`src/rtl/fp_round_sched_if.sv`:
```
// fp_round_sched_if: request/response bundle for the shared FP rounding scheduler.
//   req_valid/req_ready : per-requester handshake, one bit per requester
//   req_mant/req_exp    : packed operands, slice i = [27*i +: 27] and [8*i +: 8]
//   rsp_valid/rsp_ready : result handshake towards the pack stage
//   rsp_id/rsp_mant/rsp_exp/rsp_ovf : owner index and rounded result
// master = requesters plus consumer, slave = scheduler.
interface fp_round_sched_if #(
   parameter int unsigned N_REQ = 4,
   parameter int unsigned ID_W  = 2
);
   logic [N_REQ-1:0]    req_valid;
   logic [N_REQ-1:0]    req_ready;
   logic [27*N_REQ-1:0] req_mant;
   logic [8*N_REQ-1:0]  req_exp;
   logic                rsp_valid;
   logic                rsp_ready;
   logic [ID_W-1:0]     rsp_id;
   logic [22:0]         rsp_mant;
   logic [7:0]          rsp_exp;
   logic                rsp_ovf;

   modport master (
      output req_valid, req_mant, req_exp, rsp_ready,
      input  req_ready, rsp_valid, rsp_id, rsp_mant, rsp_exp, rsp_ovf
   );

   modport slave (
      input  req_valid, req_mant, req_exp, rsp_ready,
      output req_ready, rsp_valid, rsp_id, rsp_mant, rsp_exp, rsp_ovf
   );
endinterface

```
`src/rtl/fp_round_sched.sv`:
```
// fp_round_sched: round-robin scheduler sharing one round-to-nearest-even stage between
// N_REQ normalised FP operand sources.
//   clk   : rising-edge clock
//   rst_n : synchronous active-low reset
//   bus   : fp_round_sched_if.slave (request arbitration in, rounded result out)
//   busy  : high whenever the scheduler is not idle
// Optional build macro FP_ROUND_SCHED_STATS_EN adds saturating 32-bit counters
//   stat_ops (completed results) and stat_ovf (completed results with rsp_ovf set).
// Flow: IDLE grants a request, ROUND evaluates rounding from the operand registers,
// HOLD presents the result and may grant the next request in the same cycle.
module fp_round_sched #(
   parameter int unsigned N_REQ = 4,
   parameter int unsigned ID_W  = 2
) (
   input  logic            clk,
   input  logic            rst_n,
   fp_round_sched_if.slave bus,
`ifdef FP_ROUND_SCHED_STATS_EN
   output logic [31:0]     stat_ops,
   output logic [31:0]     stat_ovf,
`endif
   output logic            busy
);
   localparam int unsigned SumW = ID_W + 1;

   typedef enum logic [1:0] {StIdle, StRound, StHold} state_e;

   state_e           state_q, state_d;
   logic [ID_W-1:0]  rr_ptr_q, rr_ptr_d;
   logic [26:0]      op_mant_q, op_mant_d;
   logic [7:0]       op_exp_q, op_exp_d;
   logic [ID_W-1:0]  op_id_q, op_id_d;
   logic             rsp_valid_q, rsp_valid_d;
   logic [ID_W-1:0]  rsp_id_q, rsp_id_d;
   logic [22:0]      rsp_mant_q, rsp_mant_d;
   logic [7:0]       rsp_exp_q, rsp_exp_d;
   logic             rsp_ovf_q, rsp_ovf_d;
   logic             busy_q, busy_d;
   logic [N_REQ-1:0] req_ready_c;
   logic             grant;

   // Arbitration
   logic [ID_W-1:0]  next_ptr, arb_base, arb_idx, cand;
   logic [SumW-1:0]  cand_sum;
   logic             arb_found;
   logic [26:0]      arb_mant;
   logic [7:0]       arb_exp;

   assign next_ptr = (rsp_id_q == ID_W'(N_REQ - 1)) ? '0 : rsp_id_q + ID_W'(1);
   // In HOLD the search must already start after the owner of the result leaving this cycle.
   assign arb_base = (state_q == StHold) ? next_ptr : rr_ptr_q;

   always_comb begin
      arb_found = 1'b0;
      arb_idx   = '0;
      cand      = '0;
      cand_sum  = '0;
      arb_mant  = '0;
      arb_exp   = '0;
      for (int unsigned k = 0; k < N_REQ; k++) begin
         // Explicit wrap so non-power-of-two N_REQ never yields an out-of-range index.
         cand_sum = {1'b0, arb_base} + SumW'(k);
         cand     = (cand_sum >= SumW'(N_REQ)) ? ID_W'(cand_sum - SumW'(N_REQ)) : ID_W'(cand_sum);
         if (!arb_found && bus.req_valid[cand]) begin
            arb_found = 1'b1;
            arb_idx   = cand;
         end
      end
      for (int unsigned i = 0; i < N_REQ; i++) begin
         if (arb_idx == ID_W'(i)) begin
            arb_mant = bus.req_mant[27*i +: 27];
            arb_exp  = bus.req_exp[8*i +: 8];
         end
      end
   end

   // Rounding: 1.F with guard/round/sticky in [2:0], round half to even.
   logic        round_up;
   logic [24:0] round_sum;
   logic        round_carry;
   logic [22:0] rounded_mant;
   logic [7:0]  rounded_exp;
   logic        round_causes_overflow;

   assign round_up    = op_mant_q[2] & (op_mant_q[3] | op_mant_q[1] | op_mant_q[0]);
   assign round_sum   = {1'b0, op_mant_q[26:3]} + {24'd0, round_up};
   assign round_carry = round_sum[24];
   // A carry means 1.11..1 rounded to 10.00..0: renormalise by one and bump the exponent.
   assign rounded_mant          = round_carry ? round_sum[23:1] : round_sum[22:0];
   assign rounded_exp           = op_exp_q + {7'd0, round_carry};
   assign round_causes_overflow = round_carry & (rounded_exp == 8'hFF);

   always_comb begin
      state_d     = state_q;
      rr_ptr_d    = rr_ptr_q;
      op_mant_d   = op_mant_q;
      op_exp_d    = op_exp_q;
      op_id_d     = op_id_q;
      rsp_id_d    = rsp_id_q;
      rsp_mant_d  = rsp_mant_q;
      rsp_exp_d   = rsp_exp_q;
      rsp_ovf_d   = rsp_ovf_q;
      req_ready_c = '0;
      grant       = 1'b0;
      unique case (state_q)
         StIdle: grant = arb_found;
         StRound: begin
            rsp_mant_d = rounded_mant;
            rsp_exp_d  = rounded_exp;
            rsp_ovf_d  = round_causes_overflow;
            rsp_id_d   = op_id_q;
            state_d    = StHold;
         end
         StHold: begin
            if (bus.rsp_ready) begin
               rr_ptr_d = next_ptr;
               grant    = arb_found;
               state_d  = StIdle;
            end
         end
         default: state_d = StIdle;
      endcase
      if (grant) begin
         req_ready_c[arb_idx] = 1'b1;
         op_mant_d            = arb_mant;
         op_exp_d             = arb_exp;
         op_id_d              = arb_idx;
         state_d              = StRound;
      end
      rsp_valid_d = (state_d == StHold);
      busy_d      = (state_d != StIdle);
      // No handshake may complete on a reset edge.
      if (!rst_n) begin
         req_ready_c = '0;
      end
   end

   always_ff @(posedge clk) begin
      if (!rst_n) begin
         state_q     <= StIdle;
         rr_ptr_q    <= '0;
         op_mant_q   <= '0;
         op_exp_q    <= '0;
         op_id_q     <= '0;
         rsp_valid_q <= 1'b0;
         rsp_id_q    <= '0;
         rsp_mant_q  <= '0;
         rsp_exp_q   <= '0;
         rsp_ovf_q   <= 1'b0;
         busy_q      <= 1'b0;
      end else begin
         state_q     <= state_d;
         rr_ptr_q    <= rr_ptr_d;
         op_mant_q   <= op_mant_d;
         op_exp_q    <= op_exp_d;
         op_id_q     <= op_id_d;
         rsp_valid_q <= rsp_valid_d;
         rsp_id_q    <= rsp_id_d;
         rsp_mant_q  <= rsp_mant_d;
         rsp_exp_q   <= rsp_exp_d;
         rsp_ovf_q   <= rsp_ovf_d;
         busy_q      <= busy_d;
      end
   end

   assign bus.req_ready = req_ready_c;
   assign bus.rsp_valid = rsp_valid_q;
   assign bus.rsp_id    = rsp_id_q;
   assign bus.rsp_mant  = rsp_mant_q;
   assign bus.rsp_exp   = rsp_exp_q;
   assign bus.rsp_ovf   = rsp_ovf_q;
   assign busy          = busy_q;

`ifdef FP_ROUND_SCHED_STATS_EN
   logic        rsp_fire;
   logic [31:0] stat_ops_q, stat_ops_d;
   logic [31:0] stat_ovf_q, stat_ovf_d;

   assign rsp_fire = rsp_valid_q & bus.rsp_ready;

   always_comb begin
      stat_ops_d = stat_ops_q;
      stat_ovf_d = stat_ovf_q;
      if (rsp_fire && (stat_ops_q != 32'hFFFF_FFFF)) begin
         stat_ops_d = stat_ops_q + 32'd1;
      end
      if (rsp_fire && rsp_ovf_q && (stat_ovf_q != 32'hFFFF_FFFF)) begin
         stat_ovf_d = stat_ovf_q + 32'd1;
      end
   end

   always_ff @(posedge clk) begin
      if (!rst_n) begin
         stat_ops_q <= '0;
         stat_ovf_q <= '0;
      end else begin
         stat_ops_q <= stat_ops_d;
         stat_ovf_q <= stat_ovf_d;
      end
   end

   assign stat_ops = stat_ops_q;
   assign stat_ovf = stat_ovf_q;
`else
   // Statistics compiled out; scheduling and rounding are unaffected.
`endif
endmodule

```
`src/flat_wrapper.sv`:
```
// flat-port wrapper written by rule: the top's interface ports become plain ports
module fp_round_sched_flat 
#(
   parameter int unsigned N_REQ = 4,
   parameter int unsigned ID_W  = 2
)
  (clk, rst_n, busy, bus_req_valid, bus_req_mant, bus_req_exp, bus_rsp_ready, bus_req_ready, bus_rsp_valid, bus_rsp_id, bus_rsp_mant, bus_rsp_exp, bus_rsp_ovf);
  fp_round_sched_if #(.N_REQ(N_REQ), .ID_W(ID_W)) bus_i ();
  input  logic clk;
  input  logic rst_n;
  output logic busy;
  input wire logic [$bits(bus_i.req_valid)-1:0] bus_req_valid;
  input wire logic [$bits(bus_i.req_mant)-1:0] bus_req_mant;
  input wire logic [$bits(bus_i.req_exp)-1:0] bus_req_exp;
  input wire logic [$bits(bus_i.rsp_ready)-1:0] bus_rsp_ready;
  output wire logic [$bits(bus_i.req_ready)-1:0] bus_req_ready;
  output wire logic [$bits(bus_i.rsp_valid)-1:0] bus_rsp_valid;
  output wire logic [$bits(bus_i.rsp_id)-1:0] bus_rsp_id;
  output wire logic [$bits(bus_i.rsp_mant)-1:0] bus_rsp_mant;
  output wire logic [$bits(bus_i.rsp_exp)-1:0] bus_rsp_exp;
  output wire logic [$bits(bus_i.rsp_ovf)-1:0] bus_rsp_ovf;
  assign bus_i.req_valid = bus_req_valid;
  assign bus_i.req_mant = bus_req_mant;
  assign bus_i.req_exp = bus_req_exp;
  assign bus_i.rsp_ready = bus_rsp_ready;
  assign bus_req_ready = bus_i.req_ready;
  assign bus_rsp_valid = bus_i.rsp_valid;
  assign bus_rsp_id = bus_i.rsp_id;
  assign bus_rsp_mant = bus_i.rsp_mant;
  assign bus_rsp_exp = bus_i.rsp_exp;
  assign bus_rsp_ovf = bus_i.rsp_ovf;
  fp_round_sched #(.N_REQ(N_REQ), .ID_W(ID_W)) u_core (.clk(clk), .rst_n(rst_n), .bus(bus_i), .busy(busy));
endmodule
```
`config.mk`:
```
export PLATFORM = sky130hd
export DESIGN_NAME = fp_round_sched_flat
export DESIGN_NICKNAME = d
export VERILOG_FILES = /design/src/rtl/fp_round_sched_if.sv /design/src/rtl/fp_round_sched.sv /design/src/flat_wrapper.sv
export SDC_FILE = /design/constraint.sdc
export NUM_CORES = 1
export LEC_CHECK = 0
export ABC_AREA = 1
export ABC_CLOCK_PERIOD_IN_PS = 7400
export BUFFER_PORTS_ARGS = -buffer_cell sky130_fd_sc_hd__buf_2
export CORE_AREA = 2 2 113 115
export DETAILED_ROUTE_END_ITERATION = 10
export DIE_AREA = 0 0 115 117
export HOLD_SLACK_MARGIN = 0.06
export PLACE_DENSITY = 0.78
export SLEW_MARGIN = 40
export SYNTH_ARGS = -nofsm -noshare
export SYNTH_HDL_FRONTEND = slang
export SYNTH_SLANG_ARGS = --single-unit
```
`constraint.sdc`:
```
create_clock -name clk -period 7.4 [get_ports clk]
set_input_delay 0 -clock clk [delete_from_list [all_inputs] [get_ports clk]]
set_output_delay 0 -clock clk [all_outputs]
set_load 0.01 [all_outputs]
```
==> results of run 1 <==
==> cell families after synthesis <==
group                      count (synthesis)
and+or+nand+nor                          440
AOI/OAI and AO/OA                        122
buffers and inverters                     96
DFF                                       77
adders and majority gates                  5
xor gates and xnor gates                  24
==> worst paths after layout <==
kind	cells past startpoint	slack, ns	startpoint	endpoint
max	17	3.17	u_core.bus.rsp_id[0]	u_core.op_mant_q[15]
min	5	0.06	bus_req_mant[93]	u_core.op_mant_q[12]
max reg2reg	17	3.17	u_core.bus.rsp_id[0]	u_core.op_mant_q[15]
min reg2reg	2	0.46	u_core.bus.rsp_mant[19]	u_core.bus.rsp_mant[19]
==> critical path, delay by kind of cell (launching register included) <==
| family | cells | cell delay [ns] |
|---|---|---|
| flip-flops | 1 | 0.34 |
| adder cells (fa/ha/maj) | 1 | 0.33 |
| buffers and inverters | 2 | 1.11 |
| AND/OR/NAND/NOR | 14 | 2.35 |
==> what timing repair did <==
item | 4_1_cts | 5_1_grt
hold buffers | 41 | 0
endpoints found under the hold margin | 24 | 0
setup endpoints to repair | 0 | 0
==> Yosys cell counts (all sizes together) <==
cell type	instances
nand4	29
nand3	83
a21oi	54
nand2	238
xnor2	8
o31a	2
o31ai	1
ha	5
buf	13
dfxtp	77
nor3	7
nand3b	3
xor2	16
nor2	74
clkinv	1
nor4b	1
inv	56
nor4	5
clkbuf	26
o21ai	65
==> final cells by class <==
| cell class | instances | share of cell area |
|---|---|---|
| multi-input combinational | 591 | 0.4409 |
| sequential | 77 | 0.2400 |
| timing repair buffer | 231 | 0.2135 |
| clock buffer | 9 | 0.03507 |
| inverter | 57 | 0.03351 |
| tap | 150 | 0.02922 |
| clock inverter | 7 | 0.007793 |
==> power by group <==
part | leakage, nW | internal (mW) | total [mW] | switching [mW]
Clock | 0.128 | 0.227 | 0.398 | 0.170
Sequential | 0.633 | 0.510 | 0.612 | 0.101
Combinational | 2.35 | 0.339 | 0.856 | 0.517
Total | 3.11 | 1.08 | 1.87 | 0.788
==> state kept, by name (all words and copies together), names as in the netlist <==
name / cells
u_core.state_q: 2
u_core.bus.rsp_ovf: 1
u_core.op_mant_q: 27
u_core.op_id_q: 2
u_core.busy: 1
u_core.op_exp_q: 8
u_core.bus.rsp_valid: 1
u_core.bus.rsp_id: 2
u_core.rr_ptr_q: 2
u_core.bus.rsp_exp: 8
u_core.bus.rsp_mant: 23
==> through the flow <==
| step | hold slack, ns | cell area (µm²) | instances | utilization | setup slack (ns) |
|---|---|---|---|---|---|
| final | 0.06474 | 6422 | 1122 | 0.5216 | 3.171 |
| after global routing | 0.08036 | 6422 | 1122 | 0.5216 | 2.779 |
| after CTS | 0.06014 | 6421 | 1122 | 0.5215 | 3.226 |
| after global placement | 0.2978 | 5736 | 1065 | 0.4659 | 3.948 |
| after detailed placement | 0.3053 | 5736 | 1065 | 0.4659 | 3.925 |
| after floorplan | 0.1819 | 4757 | 764 | - | 4.595 |
==> routing by layer <==
layer | share of wire | vias up | track usage
met5 | 0 | - | 0
met4 | 0.019 | 0 | 0.07149
met3 | 0.056 | 25 | 0.02832
met2 | 0.47 | 209 | 0.3702
met1 | 0.46 | 2539 | 0.2883
li1 | - | 2917 | -
==> metrics.json, run 1 <==
{
  "antenna_found_initial": {"value": 0},
  "placeableCoreArea": {"value": 12310, "unit": "µm²"},
  "totalPowerFinal": {"value": 1.865, "unit": "mW"},
  "power.static_leakage": {"value": 3.113, "unit": "nW"},
  "clock_insertion_delay_worst_skew": {"value": 0.33, "unit": "ns"},
  "global_route.usage.total": {"value": 0.2180},
  "num_vias": {"value": 5690},
  "synthSimpleGateAreaFrac": {"value": 0.4074},
  "post_cts.resized_instances": {"value": 0},
  "antennaDiodeCount": {"value": 0},
  "mappedNetlistNets": {"value": 916},
  "drive_above_1_share": {"value": 0.2397},
  "post_synth_inst_count": {"value": 764},
  "post-route-drc-count": {"value": 0},
  "fp.dieArea": {"value": 13460, "unit": "µm²"},
  "synthesis.yosys.warnings": {"value": 0},
  "avgRoutedWirePerCell": {"value": 13.42, "unit": "µm"},
  "cap_violations": {"value": 0},
  "critical_path.slowest_cell": {"value": "sky130_fd_sc_hd__nor2_4"},
  "top_level_ports": {"value": 187},
  "outcome": {"value": "finished, final reports clean"},
  "post_synth_fa_ha_maj_area_fraction": {"value": 0.01315},
  "layout.cells.most_common_list": {"value": "223 x sky130_fd_sc_hd__nand2_1, 186 x sky130_fd_sc_hd__buf_2, 83 x sky130_fd_sc_hd__nand3_1"},
  "number_of_cts_inserted_buffers": {"value": 9},
  "critical_path_capture_point_type": {"value": "flip-flop"},
  "postRouteWirelength": {"value": 15060, "unit": "µm"},
  "ys_types": {"value": 29},
  "grt_first_pass_wirelength": {"value": 23670, "unit": "µm"},
  "slew_viol_final": {"value": 0},
  "final_tns_setup": {"value": 0, "unit": "ns"},
  "chipHeight": {"value": 117, "unit": "µm"},
  "first_pass_iters": {"value": 7},
  "worst-endpoint-required": {"value": 7.66, "unit": "ns"},
  "setup_viol_count_final": {"value": 0},
  "h_tree_depth": {"value": 3},
  "synthMuxAreaShare": {"value": 0},
  "timing_worst_setup_path_type": {"value": "flip-flop to flip-flop"},
  "detailedRoute.firstIterationViolations": {"value": 376},
  "gr-total-overflow": {"value": 0},
  "num_rows": {"value": 41},
  "finalHoldViolCount": {"value": 0},
  "via_count_of_the_first_global_routing_pass": {"value": 5101},
  "cts.root.buffer_cell": {"value": "sky130_fd_sc_hd__clkbuf_16"},
  "post_drt_via_cell_ratio": {"value": 5.071},
  "max-clock-path-buffers": {"value": 2},
  "timing.slew.headroom": {"value": 0.4618},
  "place.gp.congestion": {"value": 0.9192},
  "num-nets-final": {"value": 1119},
  "max_clock_freq": {"value": 0.2365, "unit": "GHz"},
  "initial_utilization": {"value": 0.3864},
  "areaGrowthSynthToFinish": {"value": 35.01, "unit": "%"},
  "synth_compound_gate_area_share": {"value": 0.1305},
  "rsz0062_at_grt": {"value": "no"},
  "worst-slew-pin-transition": {"value": 0.8054, "unit": "ns"},
  "worst_setup_path_start_kind": {"value": "flip-flop"},
  "ys_ff_latch": {"value": 77},
  "syn_avg_cell_area": {"value": 6.227, "unit": "µm²"},
  "synth_top_area_frac": {"value": 0.3240},
  "grt_start_max_net_pins": {"value": 56},
  "hold_path.class": {"value": "primary input to flip-flop"},
  "ys_top_cells_by_area": {"value": "sky130_fd_sc_hd__dfxtp_1 32%, sky130_fd_sc_hd__nand2_1 18%, sky130_fd_sc_hd__nand3_1 8.7%"},
  "final_cycle_utilization_of_the_critical_path": {"value": 0.5714},
  "crit_chain": {"value": "ha_1 > nand3_1 > nand2_1 > nand2_1 > nand2_2 > nand2_1 > nand2_2 > nand3_1 > nand3_1 > nand2_2 > nor2_4 > nand2_1 > nand3_1 > dlygate4sd3_1 > nor2_1 > dlygate4sd3_1 > nor2_1"},
  "final_common_cell": {"value": "sky130_fd_sc_hd__nand2_1"},
  "multi_input_area": {"value": 2831, "unit": "µm²"},
  "die_w": {"value": 115, "unit": "µm"},
  "ys_seq_area_frac": {"value": 0.3240},
  "crit_fanout": {"value": 43},
  "syn_area": {"value": 4757, "unit": "µm²"},
  "synth_top_family_by_area": {"value": "simple AND/OR/NAND/NOR gates"},
  "number_of_buffers_inserted_by_port_buffering": {"value": 186},
  "critical_path.max_stage_delay": {"value": 0.81, "unit": "ns"},
  "seq_area": {"value": 1541, "unit": "µm²"},
  "filler_cell_count": {"value": 1264},
  "critPathArrivalTime": {"value": 4.49, "unit": "ns"},
  "synthXorXnorAreaFrac": {"value": 0.04419},
  "period_needed": {"value": 4.229, "unit": "ns"},
  "dpl.hpwl": {"value": 11060, "unit": "µm"},
  "synth_top_cell_by_area": {"value": "sky130_fd_sc_hd__dfxtp_1"},
  "clkTransAtPathRegs": {"value": 0.06, "unit": "ns"},
  "tritoncts": {"value": "built"},
  "power-per-cell-area": {"value": 290.4, "unit": "nW/µm²"},
  "power.ir.vdd_worst": {"value": 0.1318, "unit": "mV"},
  "clock_sinks": {"value": 77},
  "clock_skew": {"value": 0.008994, "unit": "ns"},
  "cts_post_setup_buffers_inserted": {"value": 0},
  "count_of_antenna_violating_nets_left_after_detailed_routing": {"value": 0}
}
(Power assumes the default switching activity.)
==> run 2: changes to the inputs <==
--- a/config.mk
+++ b/config.mk
@@ -6,7 +6,7 @@
 export NUM_CORES = 1
 export LEC_CHECK = 0
 export ABC_AREA = 1
-export ABC_CLOCK_PERIOD_IN_PS = 7400
+export ABC_CLOCK_PERIOD_IN_PS = 4330
 export BUFFER_PORTS_ARGS = -buffer_cell sky130_fd_sc_hd__buf_2
 export CORE_AREA = 2 2 113 115
 export DETAILED_ROUTE_END_ITERATION = 10
==> constraint.sdc (replaced) <==
create_clock -name clk -period 4.33 [get_ports clk]
set_input_delay 0 -clock clk [delete_from_list [all_inputs] [get_ports clk]]
set_output_delay 0 -clock clk [all_outputs]
set_load 0.01 [all_outputs]
==> run 2 against run 1 <==
Against the previous run: sequential cell count stayed put; non-clock buffer count decreased by 1; core utilization up 0.42 points; final cell count barely moved; critical path type unchanged; critical endpoint is now u_core.op_mant_q[14]; highest routed layer unchanged.
==> metrics.json, run 2 (synthesized netlist as in run 1, its figures left out) <==
{
  "rr_worst_depth": {"value": 19},
  "hold_path.class": {"value": "primary input to flip-flop"},
  "largest_register_ff_count": {"value": 27},
  "num-nets-final": {"value": 1118},
  "chipHeight": {"value": 117, "unit": "µm"},
  "rsz0062_at_grt": {"value": "no"},
  "slew_viol_final": {"value": 0},
  "finalHoldViolCount": {"value": 0},
  "crit_fanout": {"value": 31},
  "num_rows": {"value": 41},
  "gr-total-overflow": {"value": 0},
  "layout.cells.most_common_list": {"value": "223 x sky130_fd_sc_hd__nand2_1, 186 x sky130_fd_sc_hd__buf_2, 83 x sky130_fd_sc_hd__nand3_1"},
  "post-route-drc-count": {"value": 0},
  "critical_path.max_stage_delay": {"value": 0.55, "unit": "ns"},
  "first_pass_iters": {"value": 7},
  "kind_of_cell_adding_the_most_delay_to_the_critical_path": {"value": "buffers and inverters"},
  "clock_insertion_delay_worst_skew": {"value": 0.33, "unit": "ns"},
  "critPathArrivalTime": {"value": 4.17, "unit": "ns"},
  "grt_first_pass_wirelength": {"value": 23770, "unit": "µm"},
  "avgRoutedWirePerCell": {"value": 13.41, "unit": "µm"},
  "critical_path_capture_point_type": {"value": "flip-flop"},
  "clock_skew": {"value": 0.005444, "unit": "ns"},
  "filler_cell_count": {"value": 1258},
  "grt_start_max_net_pins": {"value": 56},
  "multi_input_area": {"value": 2831, "unit": "µm²"},
  "max-clock-path-buffers": {"value": 2},
  "place.gp.congestion": {"value": 0.9152},
  "crit_chain": {"value": "ha_1 > nor2_1 > nand2_2 > nand2_4 > nand2_1 > nand3_1 > nand2_2 > a21oi_1 > nand2_1 > nand2_2 > buf_4 > nand2_1 > inv_2 > nand2_1 > nand3_1 > dlygate4sd3_1 > nor2_1 > dlygate4sd3_1 > nor2_1"},
  "antennaDiodeCount": {"value": 0},
  "cp_num_buf_inv": {"value": 4},
  "max_clock_freq": {"value": 0.2566, "unit": "GHz"},
  "cap_violations": {"value": 0},
  "cts.root.buffer_cell": {"value": "sky130_fd_sc_hd__clkbuf_16"},
  "top_level_ports": {"value": 187},
  "tritoncts": {"value": "built"},
  "period_needed": {"value": 3.897, "unit": "ns"},
  "global_route.usage.total": {"value": 0.2212},
  "initial_utilization": {"value": 0.3864},
  "fp.dieArea": {"value": 13460, "unit": "µm²"},
  "regMostFlops": {"value": "u_core.op_mant_q"},
  "die_w": {"value": 115, "unit": "µm"},
  "timing.slew.headroom": {"value": 0.5009},
  "postRouteWirelength": {"value": 15030, "unit": "µm"},
  "worst-slew-pin-transition": {"value": 0.7468, "unit": "ns"},
  "h_tree_depth": {"value": 3},
  "cp.depth": {"value": 19},
  "post_drt_via_cell_ratio": {"value": 5.066},
  "worst_setup_path_start_kind": {"value": "flip-flop"},
  "hold_slack": {"value": 0.06406, "unit": "ns"},
  "critical_path.slowest_cell": {"value": "sky130_fd_sc_hd__dlygate4sd3_1"},
  "timing_worst_setup_path_type": {"value": "flip-flop to flip-flop"},
  "final_cycle_utilization_of_the_critical_path": {"value": 0.9001},
  "via_count_of_the_first_global_routing_pass": {"value": 5007},
  "seq_area": {"value": 1541, "unit": "µm²"},
  "worst-endpoint-required": {"value": 4.60, "unit": "ns"},
  "clkTransAtPathRegs": {"value": 0.06, "unit": "ns"},
  "drive_above_1_share": {"value": 0.2389},
  "crit_top_cell": {"value": "sky130_fd_sc_hd__nand2_1"},
  "totalPowerFinal": {"value": 3.367, "unit": "mW"},
  "power-per-cell-area": {"value": 520.0, "unit": "nW/µm²"},
  "min_delay_path_depth": {"value": 5},
  "final_tns_setup": {"value": 0, "unit": "ns"},
  "number_of_buffers_inserted_by_port_buffering": {"value": 186},
  "outcome": {"value": "finished, final reports clean"},
  "setup_viol_count_final": {"value": 0},
  "power.ir.vdd_worst": {"value": 0.1864, "unit": "mV"},
  "power.static_leakage": {"value": 3.146, "unit": "nW"},
  "placeableCoreArea": {"value": 12310, "unit": "µm²"},
  "count_of_antenna_violating_nets_left_after_detailed_routing": {"value": 0},
  "num_vias": {"value": 5679},
  "final_common_cell": {"value": "sky130_fd_sc_hd__nand2_1"},
  "number_of_cts_inserted_buffers": {"value": 9},
  "dpl.hpwl": {"value": 11430, "unit": "µm"},
  "antenna_found_initial": {"value": 0},
  "clock_sinks": {"value": 77},
  "detailedRoute.firstIterationViolations": {"value": 358},
  "areaGrowthSynthToFinish": {"value": 36.09, "unit": "%"}
}
==> run 2: cell type report <==
type	count	area share
clock buffers	12	0.03807
flip-flops and latches	77	0.2381
clock inverters	4	0.01469
multi-input cells	591	0.4374
well taps	150	0.02899
repair buffers	230	0.2095
inverters	57	0.03324
==> run 2: where the power goes <==
part           internal [mW]  switching [mW]
combinational          0.584           0.891
sequential             0.873           0.165
clock                  0.578           0.275
==> run 2: final timing paths <==
kind / start / end / slack (ns)
setup / recovery: u_core.bus.rsp_id[0] / u_core.op_mant_q[14] / 0.43
hold / removal: bus_req_mant[31] / u_core.op_mant_q[4] / 0.06
setup reg to reg: u_core.bus.rsp_id[0] / u_core.op_mant_q[14] / 0.43
hold reg to reg: u_core.bus.rsp_mant[0] / u_core.bus.rsp_mant[0] / 0.46
==> run 2: per-stage QoR <==
| step | utilization | cell area, µm² | cells | worst slack [ns] |
|---|---|---|---|---|
| 3_5_place_dp | 0.4671 | 5751 | 1067 | 0.9997 |
| 5_1_grt | 0.5258 | 6474 | 1121 | 0.1345 |
| 6_report | 0.5258 | 6474 | 1121 | 0.4328 |
| 3_3_place_gp | 0.4671 | 5751 | 1067 | 1.264 |
| 4_1_cts | 0.5257 | 6472 | 1121 | 0.4669 |
| 2_1_floorplan | - | 4757 | 764 | 1.525 |
==> run 2: per-layer routing <==
metal	vias to the layer above	track usage	share of wire
met5	-	0	0
met4	0	0.04578	0.013
met3	19	0.03811	0.059
met2	209	0.3745	0.48
met1	2530	0.2982	0.45
li1	2921	-	-
==> run 2: timing repair <==
action / 4_1_cts / 5_1_grt
hold buffers: 38 / 0
endpoints found under the setup margin: 0 / 0
gates resized for setup: 0 / 0
setup buffers: 0 / 0
endpoints found under the hold margin: 21 / 0
==> run 2: worst reg2reg max path: stages (launching register included) <==
cell and delay, ns:
sky130_fd_sc_hd__dfxtp_1 0.33, sky130_fd_sc_hd__ha_1 0.21, sky130_fd_sc_hd__nor2_1 0.15, sky130_fd_sc_hd__nand2_2 0.12, sky130_fd_sc_hd__nand2_4 0.12, sky130_fd_sc_hd__nand2_1 0.10, sky130_fd_sc_hd__nand3_1 0.10, sky130_fd_sc_hd__nand2_2 0.10
sky130_fd_sc_hd__a21oi_1 0.16, sky130_fd_sc_hd__nand2_1 0.08, sky130_fd_sc_hd__nand2_2 0.23, sky130_fd_sc_hd__buf_4 0.35, sky130_fd_sc_hd__nand2_1 0.13, sky130_fd_sc_hd__inv_2 0.24, sky130_fd_sc_hd__nand2_1 0.13, sky130_fd_sc_hd__nand3_1 0.10
sky130_fd_sc_hd__dlygate4sd3_1 0.54, sky130_fd_sc_hd__nor2_1 0.04, sky130_fd_sc_hd__dlygate4sd3_1 0.55, sky130_fd_sc_hd__nor2_1 0.07
==> run 3: changes to the inputs <==
--- a/config.mk
+++ b/config.mk
@@ -5,12 +5,11 @@
 export SDC_FILE = /design/constraint.sdc
 export NUM_CORES = 1
 export LEC_CHECK = 0
-export ABC_AREA = 1
 export ABC_CLOCK_PERIOD_IN_PS = 4330
 export BUFFER_PORTS_ARGS = -buffer_cell sky130_fd_sc_hd__buf_2
-export CORE_AREA = 2 2 113 115
+export CORE_AREA = 2 2 118 120
 export DETAILED_ROUTE_END_ITERATION = 10
-export DIE_AREA = 0 0 115 117
+export DIE_AREA = 0 0 120 122
 export HOLD_SLACK_MARGIN = 0.06
 export PLACE_DENSITY = 0.78
 export SLEW_MARGIN = 40
==> run 3 against run 2 <==
Against the previous run: cell area increased by 16%; synthesized cell count decreased by 18%; critical endpoint is now u_core.op_exp_q[4]; non-clock buffer count rose by 54; combinational power decreased by 53%; core utilization rose by 2.9 points; register-to-register slack gained 0.11 ns; wire length rose by 24%; critical path depth fell by 8; critical path type unchanged; sequential share of layout area fell by 3.2 points; power decreased by 27%; area after synthesis is 10% higher; largest power group is now registers; highest routed layer unchanged; sequential cell count did not move.
==> metrics.json, run 3 <==
{
  "route.met3.wl": {"value": 1282, "unit": "µm"},
  "timing_worst_setup_path_type": {"value": "flip-flop to flip-flop"},
  "hold_path.class": {"value": "primary input to flip-flop"},
  "top_level_ports": {"value": 187},
  "synth_top_family_by_area": {"value": "compound AO/OA/AOI/OAI gates"},
  "cap_violations": {"value": 0},
  "instances_no_fill": {"value": 1058},
  "gr-total-overflow": {"value": 0},
  "yosys_most_used_dff": {"value": "sky130_fd_sc_hd__dfxtp_1"},
  "synthMuxAreaShare": {"value": 0.04962},
  "rrSetupSlack": {"value": 0.54, "unit": "ns"},
  "placeableCoreArea": {"value": 13500, "unit": "µm²"},
  "ys_ff_latch": {"value": 77},
  "synth.most_common_cell": {"value": "sky130_fd_sc_hd__nand2_1"},
  "cts_post_setup_buffers_inserted": {"value": 0},
  "number_of_buffers_inserted_by_port_buffering": {"value": 186},
  "post_drt_via_cell_ratio": {"value": 5.654},
  "die_w": {"value": 120, "unit": "µm"},
  "met1Wirelength": {"value": 8155, "unit": "µm"},
  "max_clock_freq": {"value": 0.2638, "unit": "GHz"},
  "ys_top_cells_by_area": {"value": "sky130_fd_sc_hd__dfxtp_1 29%, sky130_fd_sc_hd__nand2_1 5.7%, sky130_fd_sc_hd__mux2i_1 4.2%"},
  "count_of_antenna_violating_nets_left_after_detailed_routing": {"value": 0},
  "power.ir.vdd_worst": {"value": 0.1977, "unit": "mV"},
  "crit_fanout": {"value": 21},
  "placed_cells": {"value": 955},
  "worst_slack_at_placement": {"value": 0.7882, "unit": "ns"},
  "synthesis.yosys.warnings": {"value": 0},
  "antenna_found_initial": {"value": 0},
  "drive_above_1_share": {"value": 0.2862},
  "layout.cells.most_common_list": {"value": "186 x sky130_fd_sc_hd__buf_2, 86 x sky130_fd_sc_hd__dlygate4sd3_1, 79 x sky130_fd_sc_hd__nand2_1"},
  "grt_start_max_net_pins": {"value": 48},
  "synth_top_area_frac": {"value": 0.2939},
  "critical_path_capture_point_type": {"value": "flip-flop"},
  "dpl.hpwl": {"value": 12810, "unit": "µm"},
  "clock_insertion_delay_worst_skew": {"value": 0.34, "unit": "ns"},
  "max-clock-path-buffers": {"value": 2},
  "power.static_leakage": {"value": 3.168, "unit": "nW"},
  "post_synth_most_frequent_cells": {"value": "79 x sky130_fd_sc_hd__nand2_1, 77 x sky130_fd_sc_hd__dfxtp_1, 36 x sky130_fd_sc_hd__o21ai_0"},
  "final_common_cell": {"value": "sky130_fd_sc_hd__buf_2"},
  "avgRoutedWirePerCell": {"value": 17.58, "unit": "µm"},
  "outcome": {"value": "finished, final reports clean"},
  "post_synth_fa_ha_maj_area_fraction": {"value": 0.01193},
  "crit-reg2reg-capture": {"value": "u_core.op_exp_q[4]"},
  "timing.hold.worst_endpoint": {"value": "u_core.state_q[1]"},
  "postRouteWirelength": {"value": 18600, "unit": "µm"},
  "synth_edf_count": {"value": 0},
  "initial_utilization": {"value": 0.3884},
  "worst-slew-pin-transition": {"value": 0.8073, "unit": "ns"},
  "slew_viol_final": {"value": 0},
  "first_pass_iters": {"value": 5},
  "regMostFlops": {"value": "u_core.op_mant_q"},
  "clock_sinks": {"value": 77},
  "global_route.usage.total": {"value": 0.2490},
  "synthSimpleGateAreaFrac": {"value": 0.2438},
  "worst_setup_path_start_kind": {"value": "flip-flop"},
  "synthXorXnorAreaFrac": {"value": 0.03841},
  "setup_viol_count_final": {"value": 0},
  "power.share.combinational": {"value": 0.284},
  "place.gp.congestion": {"value": 0.8795},
  "pwr-share-seq": {"value": 0.358},
  "final_design_area_no_fill": {"value": 7488, "unit": "µm²"},
  "power.switching": {"value": 0.7542, "unit": "mW"},
  "number_of_cts_inserted_buffers": {"value": 9},
  "chipHeight": {"value": 122, "unit": "µm"},
  "internal_power": {"value": 1.706, "unit": "mW"},
  "netSwitchingFraction": {"value": 0.3065},
  "critPathArrivalTime": {"value": 4.00, "unit": "ns"},
  "post_synth_inst_count": {"value": 627},
  "ys_types": {"value": 62},
  "clkTransAtPathRegs": {"value": 0.06, "unit": "ns"},
  "timing.hold.worst.start": {"value": "bus_rsp_ready"},
  "clock_skew": {"value": 0.008958, "unit": "ns"},
  "top_layer": {"value": "met4"},
  "clock_share_of_power": {"value": 0.358},
  "worst_slack": {"value": 0.5390, "unit": "ns"},
  "syn_area": {"value": 5245, "unit": "µm²"},
  "h_tree_depth": {"value": 3},
  "min_delay_path_depth": {"value": 3},
  "num_rows": {"value": 43},
  "finalHoldViolCount": {"value": 0},
  "worst-endpoint-required": {"value": 4.54, "unit": "ns"},
  "power-per-cell-area": {"value": 328.6, "unit": "nW/µm²"},
  "final_tns_setup": {"value": 0, "unit": "ns"},
  "filler_cell_count": {"value": 1232},
  "syn_avg_cell_area": {"value": 8.365, "unit": "µm²"},
  "synth_top_cell_by_area": {"value": "sky130_fd_sc_hd__dfxtp_1"},
  "fp.dieArea": {"value": 14640, "unit": "µm²"},
  "post_cts.resized_instances": {"value": 0},
  "areaGrowthSynthToFinish": {"value": 42.77, "unit": "%"},
  "via_count_of_the_first_global_routing_pass": {"value": 5778},
  "post-route-drc-count": {"value": 0},
  "cts.root.buffer_cell": {"value": "sky130_fd_sc_hd__clkbuf_16"},
  "mappedNetlistNets": {"value": 779},
  "routed_length_on_met2": {"value": 8749, "unit": "µm"},
  "period_needed": {"value": 3.791, "unit": "ns"},
  "grt_first_pass_wirelength": {"value": 29030, "unit": "µm"},
  "final_cycle_utilization_of_the_critical_path": {"value": 0.8755},
  "synth_compound_gate_area_share": {"value": 0.3087},
  "tritoncts": {"value": "built"},
  "largest_register_ff_count": {"value": 27},
  "ys_seq_area_frac": {"value": 0.2939},
  "critical_path.reg2reg.startpoint": {"value": "u_core.bus.rsp_id[0]"},
  "num-nets-final": {"value": 1024},
  "postPlaceCellArea": {"value": 6279, "unit": "µm²"},
  "detailedRoute.firstIterationViolations": {"value": 519},
  "async_flop_share": {"value": 0},
  "ctsHoldBuffers": {"value": 86},
  "final_util": {"value": 0.5545},
  "rr_worst_depth": {"value": 11},
  "num_vias": {"value": 5982},
  "rsz0062_at_grt": {"value": "no"},
  "timing.slew.headroom": {"value": 0.4612}
}
==> run 3: changes by cell type in the layout (fill, tap and decap cells not counted), sizes merged, moves of 20 or more <==
cell         change
nand3           -48
nor2            -57
and3            +22
a21oi           -50
a211oi          +20
nand2          -159
inv             -45
mux2i           +23
dlygate4sd3     +48
a32o            +20
and2            +23
==> run 3: power by group through the flow <==
stage / clock network [mW] / registers, mW / logic [mW]
floorplan: 0 / 0.874 / 0.372
global placement: 0 / 0.891 / 0.563
detailed placement: 0 / 0.895 / 0.569
CTS: 0.891 / 0.879 / 0.682
global route: 0.926 / 0.891 / 0.756
finish: 0.881 / 0.881 / 0.699
==> run 3: worst max-delay path, cell delays in order (launching register included) <==
cell	delay (ns)
sky130_fd_sc_hd__dfxtp_1	0.36
sky130_fd_sc_hd__ha_1	0.25
sky130_fd_sc_hd__nor4b_1	0.39
sky130_fd_sc_hd__a21o_2	0.23
sky130_fd_sc_hd__o21a_1	0.14
sky130_fd_sc_hd__buf_4	0.27
sky130_fd_sc_hd__o21a_1	0.21
sky130_fd_sc_hd__buf_4	0.36
sky130_fd_sc_hd__mux2i_1	0.21
sky130_fd_sc_hd__dlygate4sd3_1	0.58
sky130_fd_sc_hd__o21ai_1	0.08
sky130_fd_sc_hd__dlygate4sd3_1	0.58
==> run 3: routing by layer <==
layer,vias up,track usage
li1,2882,-
met1,2809,0.3270
met2,261,0.4045
met3,30,0.05103
met4,0,0.09118
met5,-,0
==> run 3: how the worst max path moves through the flow <==
| stage | start | to | slack, ns | cells past startpoint |
|---|---|---|---|---|
| 2_1_floorplan | u_core.op_mant_q[0] | u_core.bus.rsp_ovf | 1.28 | 15 |
| 3_3_place_gp | u_core.op_mant_q[0] | u_core.bus.rsp_ovf | 0.88 | 14 |
| 3_5_place_dp | u_core.op_mant_q[0] | u_core.bus.rsp_ovf | 0.79 | 14 |
| 4_1_cts | u_core.bus.rsp_id[0] | u_core.op_mant_q[3] | 0.60 | 11 |
| 5_1_grt | u_core.bus.rsp_id[0] | u_core.op_exp_q[2] | 0.36 | 11 |
| 6_report | u_core.bus.rsp_id[0] | u_core.op_exp_q[4] | 0.54 | 11 |
==> run 3: through the flow <==
stage               hold slack [ns]  power, mW
floorplan                    0.1856      1.246
global placement             0.2886      1.454
detailed placement           0.2854      1.464
CTS                         0.07629      2.452
global route                0.08402      2.573
finish                      0.08458      2.461
==> run 3: cell families after synthesis <==
logic type / count (synthesis)
and+or+nand+nor: 238
buffers and inverters: 60
DFF: 77
muxes: 25
adders and majority gates: 5
xor gates and xnor gates: 23
AOI/OAI and AO/OA: 199
==> run 3: cell type report <==
cell class | count | area (µm²) | share of cell area
multi-input combinational | 490 | 3448 | 0.4605
timing repair buffer | 284 | 1882 | 0.2513
sequential | 77 | 1541 | 0.2058
clock buffer | 9 | 225.2 | 0.03008
tap | 180 | 225.2 | 0.03008
clock inverter | 7 | 121.4 | 0.01621
inverter | 10 | 42.54 | 0.005681
antenna | 1 | 2.502 | 0.0003342
